`src/rtl/ids_lab05_prio_encoder_hs_pkg.sv`:
```
// Shared sizing and helpers for the lab 05 priority encoder with a valid/ready output.
// The decoder blocks of the lab reuse the same code width and one-hot helper.
package ids_lab05_prio_encoder_hs_pkg;

  localparam int W = 2;
  localparam int N = 1 << W;

  typedef logic [W-1:0] code_t;
  typedef logic [N-1:0] req_t;

  function automatic req_t onehot(input code_t idx);
    req_t r;
    r = '0;
    r[idx] = 1'b1;
    return r;
  endfunction

endpackage

```
`src/rtl/ids_lab05_prio_encoder_hs_if.sv`:
```
// Request inputs and the encoded valid/ready output of the priority encoder.
// slave is the encoder's view; master is the view of the requester/consumer side.
interface ids_lab05_prio_encoder_hs_if;
  import ids_lab05_prio_encoder_hs_pkg::*;

  logic  E;
  req_t  D;
  logic  rdy;
  code_t A;
  logic  V;
  logic  MISS;

  modport slave (
    input  E,
    input  D,
    input  rdy,
    output A,
    output V,
    output MISS
  );

  modport master (
    output E,
    output D,
    output rdy,
    input  A,
    input  V,
    input  MISS
  );

endinterface

```
`src/rtl/ids_lab05_prio_enc_comb.sv`:
```
// Combinational priority encoder: index of the highest set bit, idx=0 when nothing is set.
module ids_lab05_prio_enc_comb
  import ids_lab05_prio_encoder_hs_pkg::*;
#(
  parameter int CW = W
) (
  input  logic [(1<<CW)-1:0] vec,
  output logic [CW-1:0]      idx,
  output logic               any
);

  localparam int CN = 1 << CW;

  // Ascending scan so the highest set bit is the last one written.
  always_comb begin
    idx = '0;
    any = 1'b0;
    for (int i = 0; i < CN; i++) begin
      if (vec[i]) begin
        idx = i[CW-1:0];
        any = 1'b1;
      end
    end
  end

endmodule

```
`src/rtl/ids_lab05_prio_encoder_hs.sv`:
```
// Sticky request capture with highest-index-first emission over a valid/ready output.
// A, V and MISS are driven straight from flops; no input reaches an output combinationally.
module ids_lab05_prio_encoder_hs
  import ids_lab05_prio_encoder_hs_pkg::*;
(
  input  logic clk,
  input  logic rst_n,
  ids_lab05_prio_encoder_hs_if.slave bus
);

  req_t  din;
  req_t  cand;
  req_t  pending;
  logic  load;
  code_t idx_next;
  logic  any_next;

  code_t a_q;
  logic  v_q;
  logic  miss_q;

  always_comb begin
    din  = bus.E ? bus.D : '0;
    cand = pending | din;
    load = ~v_q | bus.rdy;
  end

  ids_lab05_prio_enc_comb #(.CW(W)) u_enc (
    .vec (cand),
    .idx (idx_next),
    .any (any_next)
  );

  // A request on the line currently held in A is not in pending, so it is a fresh capture.
  always_ff @(posedge clk or negedge rst_n) begin
    if (!rst_n) begin
      pending <= '0;
      a_q     <= '0;
      v_q     <= 1'b0;
      miss_q  <= 1'b0;
    end else begin
      miss_q <= |(din & pending);
      if (load) begin
        if (any_next) begin
          a_q     <= idx_next;
          v_q     <= 1'b1;
          pending <= cand & ~onehot(idx_next);
        end else begin
          v_q     <= 1'b0;
          pending <= '0;
        end
      end else begin
        pending <= cand;
      end
    end
  end

  assign bus.A    = a_q;
  assign bus.V    = v_q;
  assign bus.MISS = miss_q;

endmodule

```
`src/flat_wrapper.sv`:
```
// flat-port wrapper written by rule: the top's interface ports become plain ports
module ids_lab05_prio_encoder_hs_flat import ids_lab05_prio_encoder_hs_pkg::*;
  (clk, rst_n, bus_E, bus_D, bus_rdy, bus_A, bus_V, bus_MISS);
  ids_lab05_prio_encoder_hs_if bus_i ();
  input  logic clk;
  input  logic rst_n;
  input wire logic [$bits(bus_i.E)-1:0] bus_E;
  input wire logic [$bits(bus_i.D)-1:0] bus_D;
  input wire logic [$bits(bus_i.rdy)-1:0] bus_rdy;
  output wire logic [$bits(bus_i.A)-1:0] bus_A;
  output wire logic [$bits(bus_i.V)-1:0] bus_V;
  output wire logic [$bits(bus_i.MISS)-1:0] bus_MISS;
  assign bus_i.E = bus_E;
  assign bus_i.D = bus_D;
  assign bus_i.rdy = bus_rdy;
  assign bus_A = bus_i.A;
  assign bus_V = bus_i.V;
  assign bus_MISS = bus_i.MISS;
  ids_lab05_prio_encoder_hs u_core (.clk(clk), .rst_n(rst_n), .bus(bus_i));
endmodule
```
`config.mk`:
```
export PLATFORM = sky130hd
export DESIGN_NAME = ids_lab05_prio_encoder_hs_flat
export DESIGN_NICKNAME = d
export VERILOG_FILES = /design/src/rtl/ids_lab05_prio_encoder_hs_pkg.sv /design/src/rtl/ids_lab05_prio_encoder_hs_if.sv /design/src/rtl/ids_lab05_prio_enc_comb.sv /design/src/rtl/ids_lab05_prio_encoder_hs.sv /design/src/flat_wrapper.sv
export SDC_FILE = /design/constraint.sdc
export NUM_CORES = 1
export LEC_CHECK = 0
export CORE_AREA = 3 3 40 42
export CTS_CLUSTER_DIAMETER = 50
export CTS_CLUSTER_SIZE = 10
export DETAILED_ROUTE_END_ITERATION = 6
export DIE_AREA = 0 0 43 45
export DONT_BUFFER_PORTS = 1
export HOLD_SLACK_MARGIN = 0.08
export PLACE_DENSITY = 0.53
export SYNTH_ARGS = -nofsm -noshare
export SYNTH_HDL_FRONTEND = slang
export SYNTH_HIERARCHICAL = 1
export SYNTH_SLANG_ARGS = --single-unit
export TNS_END_PERCENT = 10
```
`constraint.sdc`:
```
create_clock -name clk -period 1.75 [get_ports clk]
set_input_delay 0.35 -clock clk [delete_from_list [all_inputs] [get_ports clk]]
set_output_delay 0.35 -clock clk [all_outputs]
set_load 0.1 [all_outputs]
```
==> results.ini, run 1 <==
[yosys]
yosysWarnings=6
yosys-top-cells-area=dfrtp_1 50%, a21boi_0 9.4%, a21o_1 9.4%, mux2_4 7.5%, o21ai_0 5.0%
synth_area_sq_um=397.9
syn_inst=34
yosysTopAreaCellShare_pct=50.31
synth_area_per_cell_sq_um=11.70
yosysTopAreaCell=dfrtp_1
ys_seq_area_share_pct=50.31
synth_nets=42
ys_seq_elements=8
synth_cell_type_count=12

[route]
dr.first_iter.drc_count=0
dr_total_vias=270
wirelength_um=687
first_pass_iters=1
antenna_left=0
wl_per_cell_um=12.27
drc_errors=0
avgViaCountPerCell=4.821

[place]
dpl.hpwl_um=552.7
portBuffers=0
gp_congestion=0.7444

[critical_path]
r2r-end=u_core/bus.A[1]$_DFFE_PN0P_
r2r_slack_ns=0.10
crit_fanout=6
start_kind=flip-flop
critPathKind=reg -> reg
crit_path_start=u_core/pending[2]$_DFF_PN0_
r2r_cells=5
critPathArrivalTime_ns=1.79
reg2reg_from=u_core/pending[2]$_DFF_PN0_
required_ns=1.89
cp-end-kind=flip-flop
cp-endpoint=u_core/bus.A[1]$_DFFE_PN0P_

[sta]
skew_ns=0.002945
finalSetupViolCount=0
finalCritPeriodShare_pct=94.14
finalCriticalPeriod_ns=1.647
tightest_slew_ns=0.8995
clock.fmax_mhz=607.0
maxSlewHeadroom_pct=40.03
finalHoldViolCount=0
setup_tns_ns=0
rsz0062_at_grt=false
drv_slew=0

[floorplanning]
die_area_sq_um=1935
die_w_um=43
die_h_um=45
boundaryPins=12
coreArea_sq_um=1285
start_util_pct=30.96
fp-row-count=13

[worst_hold_path]
min_path_type=in -> reg
min_from=bus_E

[final_layout]
fill_cells=128
drive_above_1_share_pct=29.27
fin_util_pct=37.10
regArea_sq_um=200.2
nets=51
antennaDiodeCount=0
syn2layout_area_growth_pct=19.81
multi_input_area_sq_um=191.4

[global_route]
grt_max_degree=9
antenna_found_initial=0
gr-total-overflow=0
grt_pass1_vias=262
gr-usage-all-layers_pct=8.732
grt_pass1_wl_mm=1.131

[clock_tree]
cts_setup_buffers=0
cts_buffer_depth=2
cts_tree=yes
clk_pin_slew_ns=0.05
cts.sinks=8
root_buffer=clkbuf_4
htreeDepth=1
insertion_delay_ns=0.25
numCtsBuffers=3

[pwr]
p_per_area_nw_per_um2=1629
leakage_nw=0.2261
ir_drop_uv=724.1

[outcome]
status=finished clean

[flow_run]
cap_violations=0

cell type report:
type                            count  share of cell area, %
Timing Repair Buffer                4                  6.824
Multi-Input combinational cell     23                  40.16
Clock buffer                        3                  4.724
Sequential cell                     8                  41.99
Inverter                            3                  2.362
Tap cell                           15                  3.937
timing repair:
item / in CTS / in global routing
gates resized for setup: 0 / 1
endpoints found under the hold margin: 8 / 0
setup endpoints to repair: 0 / 2
hold buffers: 1 / 0
critical path, stage by stage, from the launching register on:
cell and delay, ns:
dfrtp_1 0.37, a21o_1 0.17, or2_1 0.24, or3_4 0.37, nand2_4 0.08, mux2_4 0.29
layout by cell type, fill, tap and decap left out, drive strengths merged:
master / Yosys / final
o21ai: 4 / 4
a21o: 5 / 5
mux2: 2 / 2
a22oi: 2 / 2
or2: 1 / 1
a21boi: 5 / 5
dlygate4sd3: 0 / 1
nand2b: 1 / 1
or2b: 1 / 1
clkbuf: 0 / 3
nand2: 1 / 1
dfrtp: 8 / 8
buf: 0 / 3
or3: 1 / 1
inv: 3 / 3
worst min path at each step:
stage          slack, ns                          end  depth (start not counted)
2_1_floorplan       0.05  u_core/bus.A[0]$_DFFE_PN0P_                          0
3_3_place_gp        0.05     u_core/bus.V$_DFFE_PN0N_                          0
3_5_place_dp        0.05     u_core/bus.V$_DFFE_PN0N_                          0
4_1_cts             0.24    u_core/bus.MISS$_DFF_PN0_                          1
5_1_grt             0.23    u_core/bus.MISS$_DFF_PN0_                          1
6_report            0.24    u_core/bus.MISS$_DFF_PN0_                          1
cells in the mapped netlist:
cell type and count:
a21boi_0 5, a22oi_1 2, nand2_4 1, a21o_1 5
or2_1 1, o21ai_0 4, or3_1 1, mux2_4 2
inv_1 3, dfrtp_1 8, nand2b_4 1, or2b_2 1
state kept, by name, summed over array words and instances, names as in the netlist:
signal	cells
u_core/pending	4
u_core/bus.V	1
u_core/bus.MISS	1
u_core/bus.A	2
power by group:
group / internal, mW / switching, mW
combinational: 0.105 / 0.115
clock: 0.0785 / 0.0631
sequential: 0.243 / 0.172
metrics by stage:
stage,setup WS (ns),hold WS (ns),cell area (sq um),total power [mW],instances
after global routing,0.05960,0.2304,476.7,0.8260,56
after floorplan,0.06600,0.05441,397.9,0.5835,34
after global placement,0.05029,0.05463,439.2,0.6276,52
final,0.1026,0.2392,476.7,0.7766,56
after CTS,0.04332,0.2356,471.7,0.7828,56
after detailed placement,0.05173,0.05465,439.2,0.6334,52
metal layers:
layer,wire (um),vias up,GRT usage (%)
met5,0,-,0
met4,21,0,9.036
met3,50,2,3.586
met2,319,9,13.17
met1,295,124,8.889
li1,-,135,-
cells by family after synthesis:
logic type | Yosys count | share of synthesized area (%)
AOI/OAI and AO/OA | 16 | 27.67
buffers and inverters | 3 | 2.830
DFF | 8 | 50.31
muxes | 2 | 7.547
and+or+nand+nor | 5 | 11.64
Note: power is estimated with default switching activity, not from simulation.
==> run 2, diff against run 1 <==
--- a/config.mk
+++ b/config.mk
@@ -13,6 +13,7 @@
 export DONT_BUFFER_PORTS = 1
 export HOLD_SLACK_MARGIN = 0.08
 export PLACE_DENSITY = 0.53
+export SETUP_SLACK_MARGIN = 0.15
 export SYNTH_ARGS = -nofsm -noshare
 export SYNTH_HDL_FRONTEND = slang
 export SYNTH_HIERARCHICAL = 1
==> results.ini, run 2 (synthesized netlist as in run 1, its figures left out) <==
[clock_tree]
htreeDepth=1  ; unchanged
cts_tree=yes  ; unchanged
insertion_delay_ns=0.25  ; about the same
numCtsBuffers=3  ; unchanged
cts_buffer_depth=2  ; unchanged
root_buffer=clkbuf_4  ; unchanged
cts.repair.resized=0  ; unchanged
cts_setup_buffers=0  ; unchanged
cts.sinks=8  ; unchanged
clk_pin_slew_ns=0.05  ; about the same

[floorplanning]
die_area_sq_um=1935  ; unchanged
coreArea_sq_um=1285  ; unchanged
die_w_um=43  ; unchanged
die_h_um=45  ; unchanged
boundaryPins=12  ; unchanged
fp-row-count=13  ; unchanged
start_util_pct=30.96  ; unchanged

[place]
gp_congestion=0.6889  ; was 0.7444
dpl.hpwl_um=600.6  ; was 552.7 um
portBuffers=0  ; unchanged

[final_layout]
final_common_cell=dfrtp_1  ; unchanged
most-common-layout-cells=8 x dfrtp_1, 5 x a21o_1, 5 x a21boi_0  ; unchanged
fill_cells=135  ; was 128
drive_above_1_share_pct=29.27  ; unchanged
fin_util_pct=37.10  ; unchanged
syn2layout_area_growth_pct=19.81  ; unchanged
regMostFlops=u_core/pending  ; unchanged
antennaDiodeCount=0  ; unchanged
nets=51  ; unchanged
largest_reg_flops=4  ; unchanged

[worst_hold_path]
min_path_type=in -> reg  ; unchanged

[global_route]
gr-total-overflow=0  ; unchanged
gr-usage-all-layers_pct=9.975  ; was 8.732%
grt_max_degree=9  ; unchanged
grt_pass1_vias=301  ; was 262
grt_pass1_wl_mm=1.331  ; was 1.131 mm
antenna_found_initial=0  ; unchanged

[route]
wl_per_cell_um=13.45  ; was 12.27 um
drc_errors=0  ; unchanged
avgViaCountPerCell=5.054  ; was 4.821
first_pass_iters=3  ; was 1
antenna_left=0  ; unchanged
wirelength_um=753  ; was 687 um
dr.first_iter.drc_count=5  ; was 0
dr_total_vias=283  ; was 270

[outcome]
status=finished clean  ; unchanged

[critical_path]
r2r-end=u_core/bus.A[1]$_DFFE_PN0P_  ; unchanged
crit_fanout=6  ; unchanged
critPathArrivalTime_ns=1.78  ; was 1.79 ns
r2r_slack_ns=0.10  ; about the same
cp-end-kind=flip-flop  ; unchanged
cp-endpoint=u_core/bus.A[1]$_DFFE_PN0P_  ; unchanged
r2r_cells=5  ; unchanged
required_ns=1.88  ; was 1.89 ns
crit_path_start=u_core/pending[2]$_DFF_PN0_  ; unchanged
start_kind=flip-flop  ; unchanged
critPathKind=reg -> reg  ; unchanged
reg2reg_from=u_core/pending[2]$_DFF_PN0_  ; unchanged

[pwr]
ir_drop_uv=617.8  ; was 724.1 uV
leakage_nw=0.2261  ; unchanged
p_per_area_nw_per_um2=1626  ; was 1629 nW/um^2

[sta]
finalCritPeriodShare_pct=94.28  ; was 94.14%
maxSlewHeadroom_pct=39.94  ; was 40.03%
tightest_slew_ns=0.9009  ; was 0.8995 ns
finalHoldViolCount=0  ; unchanged
rsz0062_at_grt=true  ; was false
clock.fmax_mhz=606.1  ; was 607.0 MHz
skew_ns=0.0005661  ; was 0.002945 ns
setup_tns_ns=0  ; unchanged
drv_slew=0  ; unchanged
finalSetupViolCount=0  ; unchanged
finalCriticalPeriod_ns=1.650  ; was 1.647 ns

[flow_run]
cap_violations=0  ; unchanged

==> run 2: worst min path at each step <==
stage	startpoint	cells past startpoint	to
after floorplan	rst_n	0	u_core/bus.A[0]$_DFFE_PN0P_
after global placement	rst_n	0	u_core/bus.V$_DFFE_PN0N_
after detailed placement	rst_n	0	u_core/pending[1]$_DFF_PN0_
after CTS	bus_E	1	u_core/bus.MISS$_DFF_PN0_
after global routing	bus_E	1	u_core/bus.MISS$_DFF_PN0_
final	bus_E	1	u_core/bus.MISS$_DFF_PN0_
==> run 2: layer usage <==
layer  part of all wire (%)  vias to the layer above  global-route usage, %  wire, um
met3                    5.2                        0                  3.586        39
met5                      0                        -                      0         0
met1                     43                      138                  11.79       325
li1                       -                      138                      -         -
met2                     52                        7                  14.97       388
met4                      0                        0                  7.229         0
==> run 2: per-stage QoR <==
stage          instance area (sq um)  hold slack, ns  power (mW)  cells  setup WS (ns)
6_report                       476.7          0.2428      0.7752     56         0.1002
3_3_place_gp                   444.2         0.05462      0.6303     52         0.1125
3_5_place_dp                   444.2         0.05467      0.6360     52         0.1035
4_1_cts                        476.7          0.2330      0.7869     56        0.09738
2_1_floorplan                  402.9         0.05441      0.5853     34         0.1106
5_1_grt                        476.7          0.2276      0.8310     56        0.04077
==> run 2: power by group <==
part | internal [mW] | switching (mW) | leakage, nW
logic | 0.106 | 0.116 | 0.128
registers | 0.243 | 0.174 | 0.0838
clock network | 0.0782 | 0.0591 | 0.0138
==> run 2: area by class of cell <==
type / count / area, sq um / share of cell area (%)
multi-input combinational: 23 / 191.4 / 40.16
inverter: 3 / 11.26 / 2.362
clock buffer: 3 / 22.52 / 4.724
timing repair buffer: 4 / 32.53 / 6.824
sequential: 8 / 200.2 / 41.99
tap: 15 / 18.77 / 3.937
==> run 2: worst max-delay path, stage by stage, from the launching register on <==
cell	delay, ns
dfrtp_1	0.37
a21o_1	0.18
or2_1	0.24
or3_4	0.37
nand2_4	0.09
mux2_4	0.29
==> run 2: timing repair <==
item                                    in CTS  in global routing
endpoints found under the hold margin        8                  0
hold buffers                                 1                  0
cloned                                       0                  0
endpoints found under the setup margin       2                  3
